--- config.mk ---
export PLATFORM = sky130hd
export DESIGN_NAME = pipe_stage_reg
export DESIGN_NICKNAME = d
export VERILOG_FILES = /design/src/rtl/pipe_stage_reg.sv
export SDC_FILE = /design/constraint.sdc
export NUM_CORES = 1
export LEC_CHECK = 0
export CAP_MARGIN = 10
export CORE_MARGIN = 2
export CORE_UTILIZATION = 39
export DETAILED_ROUTE_END_ITERATION = 10
export MAX_ROUTING_LAYER = met4
export PLACE_DENSITY = 0.8
export REMOVE_ABC_BUFFERS = 1
export SETUP_SLACK_MARGIN = 0.15
export SLEW_MARGIN = 20
export SYNTH_ARGS = -nofsm -noshare
export SYNTH_HDL_FRONTEND = slang
export SYNTH_SLANG_ARGS = --single-unit
--- constraint.sdc ---
create_clock -name clk -period 1.91 [get_ports clk]
set_input_delay 0.2865 -clock clk [delete_from_list [all_inputs] [get_ports clk]]
set_output_delay 0.2865 -clock clk [all_outputs]
set_load 0.1 [all_outputs]
--- src/rtl/pipe_stage_reg.sv ---
// Parametrised pipeline-stage register with valid/ready handshake, stall, flush and a
// saturating stall counter. Define SKID_BUF_EN to add a 1-entry skid buffer with registered in_ready.
module pipe_stage_reg #(
  parameter int CTRL_W      = 5,
  parameter int DATA_W      = 141,
  parameter int STALL_CNT_W = 16
) (
  input  logic                   clk,
  input  logic                   rst,
  input  logic                   flush,
  input  logic                   in_valid,
  output logic                   in_ready,
  input  logic [CTRL_W-1:0]      in_ctrl,
  input  logic [DATA_W-1:0]      in_data,
  output logic                   out_valid,
  input  logic                   out_ready,
  output logic [CTRL_W-1:0]      out_ctrl,
  output logic [DATA_W-1:0]      out_data,
  output logic [STALL_CNT_W-1:0] stall_cnt
);

  typedef enum logic [1:0] {
    EMPTY     = 2'd0,
    FULL      = 2'd1,
    FULL_SKID = 2'd2
  } state_t;

  function automatic logic [STALL_CNT_W-1:0] sat_inc(input logic [STALL_CNT_W-1:0] v);
    return (&v) ? v : v + STALL_CNT_W'(1);
  endfunction

  state_t                   state;
  state_t                   state_nxt;
  logic                     vld_p1;
  logic [CTRL_W-1:0]        ctrl_p1;
  logic [DATA_W-1:0]        data_p1;
  logic [STALL_CNT_W-1:0]   stall_cnt_p1;
  logic                     in_fire;
  logic                     out_fire;
  logic                     load_in;

  assign vld_p1   = (state != EMPTY);
  assign in_fire  = in_valid & in_ready;
  assign out_fire = vld_p1 & out_ready;

`ifdef SKID_BUF_EN
  logic                     load_skid;
  logic                     fill_skid;
  logic                     ready_p1;
  logic [CTRL_W-1:0]        skid_ctrl_p1;
  logic [DATA_W-1:0]        skid_data_p1;

  // in_ready depends only on registered state (and the reset input), never on out_ready
  assign in_ready = ready_p1 & ~rst;
`else
  assign in_ready = ~rst & (~vld_p1 | out_ready);
`endif

  always_ff @(posedge clk) begin
    if (rst) state <= EMPTY;
    else     state <= state_nxt;
  end

  always_comb begin
    state_nxt = state;
    load_in   = 1'b0;
`ifdef SKID_BUF_EN
    load_skid = 1'b0;
    fill_skid = 1'b0;
`endif
    if (flush) begin
      // An entry accepted this cycle is consumed and dropped
      state_nxt = EMPTY;
    end else begin
      case (state)
        EMPTY: begin
          if (in_fire) begin
            state_nxt = FULL;
            load_in   = 1'b1;
          end
        end
        FULL: begin
          if (out_fire) begin
            if (in_fire) load_in   = 1'b1;
            else         state_nxt = EMPTY;
          end
`ifdef SKID_BUF_EN
          else if (in_fire) begin
            state_nxt = FULL_SKID;
            fill_skid = 1'b1;
          end
`endif
        end
        FULL_SKID: begin
`ifdef SKID_BUF_EN
          if (out_fire) begin
            state_nxt = FULL;
            load_skid = 1'b1;
          end
`else
          state_nxt = EMPTY;
`endif
        end
        default: state_nxt = EMPTY;
      endcase
    end
  end

  // Stage boundary p1: output entry; ctrl forced to zero whenever the stage goes empty
  always_ff @(posedge clk) begin
    if (rst) begin
      ctrl_p1 <= '0;
      data_p1 <= '0;
    end else if (load_in) begin
      ctrl_p1 <= in_ctrl;
      data_p1 <= in_data;
    end
`ifdef SKID_BUF_EN
    else if (load_skid) begin
      ctrl_p1 <= skid_ctrl_p1;
      data_p1 <= skid_data_p1;
    end
`endif
    else if (state_nxt == EMPTY) begin
      ctrl_p1 <= '0;
    end
  end

`ifdef SKID_BUF_EN
  // Stage boundary p1 (skid): holds the entry accepted while the output was stalled
  always_ff @(posedge clk) begin
    if (rst) begin
      skid_ctrl_p1 <= '0;
      skid_data_p1 <= '0;
      ready_p1     <= 1'b1;
    end else begin
      if (fill_skid) begin
        skid_ctrl_p1 <= in_ctrl;
        skid_data_p1 <= in_data;
      end
      ready_p1 <= (state_nxt != FULL_SKID);
    end
  end
`endif

  always_ff @(posedge clk) begin
    if (rst)                   stall_cnt_p1 <= '0;
    else if (vld_p1 & ~out_ready) stall_cnt_p1 <= sat_inc(stall_cnt_p1);
  end

  assign out_valid = vld_p1;
  assign out_ctrl  = ctrl_p1;
  assign out_data  = data_p1;
  assign stall_cnt = stall_cnt_p1;

endmodule

=== After elaboration in Yosys (flattened, before gate mapping) ===
Index checks and enable logic that the tools add are counted.

* Flip-flop bits (word level): 164
* Output and inout port bits: 164
* Word-level logic and storage cells: 32

* Add/subtract/negate cells: 1
* Equality and inequality tests: 1
* Mux-type cells: 11
* Bitwise gates (word level): 9
* Reductions and logical operators: 6

{| class="wikitable"
|+ Operators with widths
! kind !! count
|-
| 16-bit by 1-bit adder with 16-bit output (second input constant) || 1
|-
| 16-bit AND reduction || 1
|-
| 5-bit two-way mux || 2
|-
| 2-bit two-way mux || 4
|-
| 1-bit AND || 4
|-
| 2-bit zero test || 2
|-
| 1-bit inverter || 4
|-
| 2-bit case mux with 2 select lines || 1
|-
| 2-bit nonzero test || 2
|-
| 1-bit two-way mux || 3
|-
| 2-bit by 1-bit == test with 1-bit output (second input constant) || 1
|-
| 1-bit case mux with 2 select lines || 1
|-
| 2-bit AND reduction || 1
|-
| 1-bit OR || 1
|}

=== Longest topological paths before layout ===
* Depth after elaboration: 12
* Gate-level depth with buffers: 6
* Depth with buffers taken out: 5

=== Worst setup path after synthesis ===
OpenSTA, ideal clock, no wires.

* Path kind: reg-to-reg
* Start point: register stall_cnt_p1[0] (netlist: stall_cnt[0])
* End point: register stall_cnt_p1[1] (netlist: stall_cnt[1])
* Setup time: 0.128 ns
* Arrival: 2.452 ns
* Data required time: 1.782 ns
* Slack: -0.670 ns
* Stages on the path, launching flop included: 6
* Path buffers: 0
* Period minus slack after synthesis: 2.580 ns
* Path through: dfxtp_1 -> ha_1 -> nand3_1 -> o41ai_4 -> mux2i_1 -> nor2_1

* Cells in the longest elaborated chain, start to end: 3
* Elaborated cells between the ends (all ways): 4
* Classes of those cells: 1 x add/sub; 1 x bitwise; 2 x reduce/logical

{| class="wikitable"
|+ RTL lines
! item !! line !! RTL
|-
| start: declaration || 37 || <nowiki>logic [STALL_CNT_W-1:0] stall_cnt_p1;</nowiki>
|-
| start signal: assignment || 148 || <nowiki>else if (vld_p1 & ~out_ready) stall_cnt_p1 <= sat_inc(stall_cnt_p1);</nowiki>
|-
| branches (longest 3 deep; another with 16-bit by 1-bit adder with 16-bit output) || n/a ||
|}

Parallel ways; which one is timed is not known.
A chain may end at the register's enable or synchronous reset.

=== Final worst setup path ===
* Start point: input out_ready
* End point: register stall_cnt_p1[13] (netlist: stall_cnt[13])

* Cells in the longest elaborated chain, start to end: 3

{| class="wikitable"
|+ RTL lines
! item !! line !! RTL
|-
| start: declaration || 16 || <nowiki>input logic out_ready,</nowiki>
|-
| 1-bit inverter || 148 ||
|-
| 1-bit AND || 148 ||
|-
| 2-bit AND reduction (no source line) || n/a ||
|}

No other way between the ends.

==> flow_summary_export.csv <==
group,metric,value,unit
synthesis,synth-simple-area-share,23.6,%
detailed_routing,dr.pass1.iters,4,
synthesis,synth_ff_type,"dfxtp_1",
cts,cts_sinks,164,
detailed_routing,drt_iter0_drc,299,
die,core_area,14600,um^2
power,leakage,3.88,nW
grt,overflow,0,
detailed_routing,routed_wl,18300,um
critical_path,crit_type,"in -> reg",
power,finalPower,0.00822,W
synthesis,yosysWarningCount,0,
sta,skew,0.00684,ns
die,dieArea,16000,um^2
placement,io_buffers,314,
synthesis,synth-compound-area-share,16.0,%
finish,final_cell_area,9840,um^2
synthesis,synth_top_area_share,56.2,%
power,peakVddDrop,0.541,mV
critical_path,worstPathArrival,2.10,ns
critical_path,start_kind,"input port",
sta,period_share,92.1,%
grt,grt_max_degree,157,
cts,hold_buffers,0,
grt,grt_pass1_wl,28500,um
placement,place.gp.congestion,0.842,
die,num_rows,44,
die,io_pins,315,
worst_hold_path,worstHoldPathType,"in -> reg",
sta,period_needed,1.76,ns
finish,diodes,0,
sta,fmax,568,MHz
worst_hold_path,hold_path_end,"stall_cnt[10]",
critical_path,rr_worst_depth,4,
power,clkPwrFrac,42.7,%
power,p_sw,0.00217,W
synthesis,synth_top_family_by_area,"simple AND/OR/NAND/NOR gates",
detailed_routing,vias,6175,
power,power.internal,0.00605,W
synthesis,synth_area_leaders,"dfxtp_1 56%, nand2_1 18%, a21oi_1 13%",
cts,max-clock-path-buffers,2,
status,status,"completed",
synthesis,seq_area_frac_synth,56.2,%
detailed_routing,ant_nets,0,
sta,slew_viol_final,0,
finish,n_fill_cell,1223,
placement,hpwl,12800,um
power,powerDensity,835,nW/um^2
detailed_routing,wl_per_cell,14.5,um
cts,htree_levels,4,
worst_hold_path,holdPathStages,2,
finish,final_cells,1260,
sta,finalSetupViolations,0,
placement,place_area,9150,um^2
grt,grt_pass1_vias,5807,
cts,clk_pin_slew,0.06,ns
cts,clockRootBuffer,"clkbuf_16",
die,initial_core_util,40.1,%
synthesis,synth_xor_area_share,0.300,%
worst_hold_path,min_from,"rst",
sta,hold_violations,0,
detailed_routing,avgViaCountPerCell,4.90,
finish,synthToLayoutAreaGrowth,68.4,%
synthesis,syn_area_per_cell,7.99,um^2
synthesis,ys_ff_latch,164,
synthesis,synth_edf_count,0,
sta,fin_tns_setup,0,ns
job,drv_cap,0,
critical_path,rrSetupSlack,0.16,ns
grt,grt_util_all_layers,22.7,%
synthesis,syn_area,5840,um^2
synthesis,synthCells,731,
cts,cts_tree,"done",
synthesis,synth.distinct_cells,38,
critical_path,rr_endpoint,"stall_cnt[13]",
detailed_routing,drc,0,
synthesis,yosysTopAreaCell,"dfxtp_1",
die,die_x,126,um
cts,cts_buffers,17,
grt,antenna_found_initial,0,
critical_path,cp_max_fo,4,
cts,insertion_delay,0.42,ns
critical_path,cp-end-kind,"register",
die,fp.dieH,126,um
synthesis,synth_adder_area_share,0.214,%
critical_path,crit_required,2.25,ns
sta,rsz0062_at_grt,"yes",
critical_path,regToRegStartpoint,"state[0]",
placement,placed_cells,1223,
power,p_comb_share,14.5,%
synthesis,synth-async-reset-ratio,0,%
sta,tightest_slew,0.756,ns
finish,nNetsFinal,1215,
power,share_seq_of_total_power,42.9,%
finish,drive_gt1_share,24.8,%
synthesis,muxShareOfSynthArea,0.343,%
sta,slew_headroom,49.6,%
power,swShare,26.4,%
-- kinds of logic (layout without fill, tap and decap cells) --
kind of cell,after synthesis,count (layout)
DFF,164,164
and+or+nand+nor,336,336
muxes,2,2
adders and majority gates,1,1
AOI/OAI and AO/OA,174,174
other,1,1
xor gates and xnor gates,2,2
buffers and inverters,51,396
-- how the worst max path moves through the flow --
stage,cells past startpoint,endpoint,from,slack (ns)
final,5,stall_cnt[13],out_ready,0.15
after global routing,5,stall_cnt[13],stall_cnt[0],0.11
after CTS,4,in_ready,state[1],0.14
after detailed placement,5,stall_cnt[13],out_ready,-0.29
after global placement,5,stall_cnt[15],out_ready,-0.23
after floorplan,4,out_data[0],state[1],-2.15
-- cells in the final DEF (no fill, tap or decap), types with 2 or more instances in the layout --
cell	netlist	layout
nand4_1	4	4
buf_4	0	197
or3_1	4	4
clkinvlp_4	0	2
nor2_1	15	14
dfxtp_1	164	157
mux2i_1	2	2
a21oi_1	153	153
a22oi_1	5	5
nand2_1	287	287
clkbuf_16	0	17
nand3_1	5	4
clkbuf_8	0	5
clkdlybuf4s50_1	0	149
dfxtp_2	0	7
or4_4	1	2
clkinv_4	0	4
o31ai_1	5	5
o21ai_0	5	5
inv_1	2	2
bufinv_16	0	2
nor3_1	3	3
buf_12	0	16
or4_1	5	4
-- stage by stage --
stage                     util (%)  hold slack (ns)  setup WS (ns)
after global routing          67.5            0.146          0.107
after CTS                     67.1            0.130          0.145
after detailed placement      62.7            0.447         -0.288
after floorplan                  -            0.356          -2.15
final                         67.5            0.151          0.150
after global placement        62.7            0.442         -0.228
-- power groups by stage --
stage / Combinational (W) / Sequential (W) / Clock, W
2_1_floorplan: 0.000151 / 0.00407 / 0
3_3_place_gp: 0.00118 / 0.00360 / 0
3_5_place_dp: 0.00118 / 0.00360 / 0
4_1_cts: 0.00119 / 0.00352 / 0.00357
5_1_grt: 0.00124 / 0.00353 / 0.00371
6_report: 0.00119 / 0.00352 / 0.00351
-- repair_timing --
| action | in CTS | in global routing |
|---|---|---|
| endpoints found under the setup margin | 8 | 13 |
| resized for setup | 10 | 5 |
| setup buffers | 0 | 5 |
| pin swaps | 3 | 4 |
-- final cells by class --
class                           count  area [um^2]  share of cell area [%]
Inverter                            2         7.51                  0.0763
Timing Repair Buffer              362         3290                    33.4
Clock buffer                       23          498                    5.06
Sequential cell                   164         3290                    33.4
Tap cell                          184          230                    2.34
Clock inverter                      9          119                    1.21
Multi-Input combinational cell    516         2400                    24.4
-- per-layer routing --
| metal | GRT usage [%] | vias up | share of wire, % |
|---|---|---|---|
| li1 | - | 3081 | - |
| met1 | 25.2 | 2821 | 39 |
| met2 | 37.9 | 232 | 50 |
| met3 | 6.54 | 41 | 7.4 |
| met4 | 9.83 | 0 | 3.0 |
| met5 | - | - | 0 |
-- worst max-delay path, stage by stage --
cell	delay [ns]
clkdlybuf4s50_1	0.44
o21bai_1	0.19
or4_4	0.55
or4_1	0.49
a21oi_1	0.14
-- cells in the mapped netlist, types with 3 or more instances --
master	instances
dfxtp_1	164
nand2_1	287
o21ai_0	5
or3_1	4
nand3_1	5
clkbuf_1	47
a21oi_1	153
or4_1	5
nand4_1	4
nor2_1	15
nor3_1	3
a22oi_1	5
o31ai_1	5
-- registers in the layout (all words and copies together), names as in the netlist --
signal	flops
out_ctrl	5
stall_cnt	16
state	2
out_data	141
No activity file was read; power rests on OpenSTA's default activity.
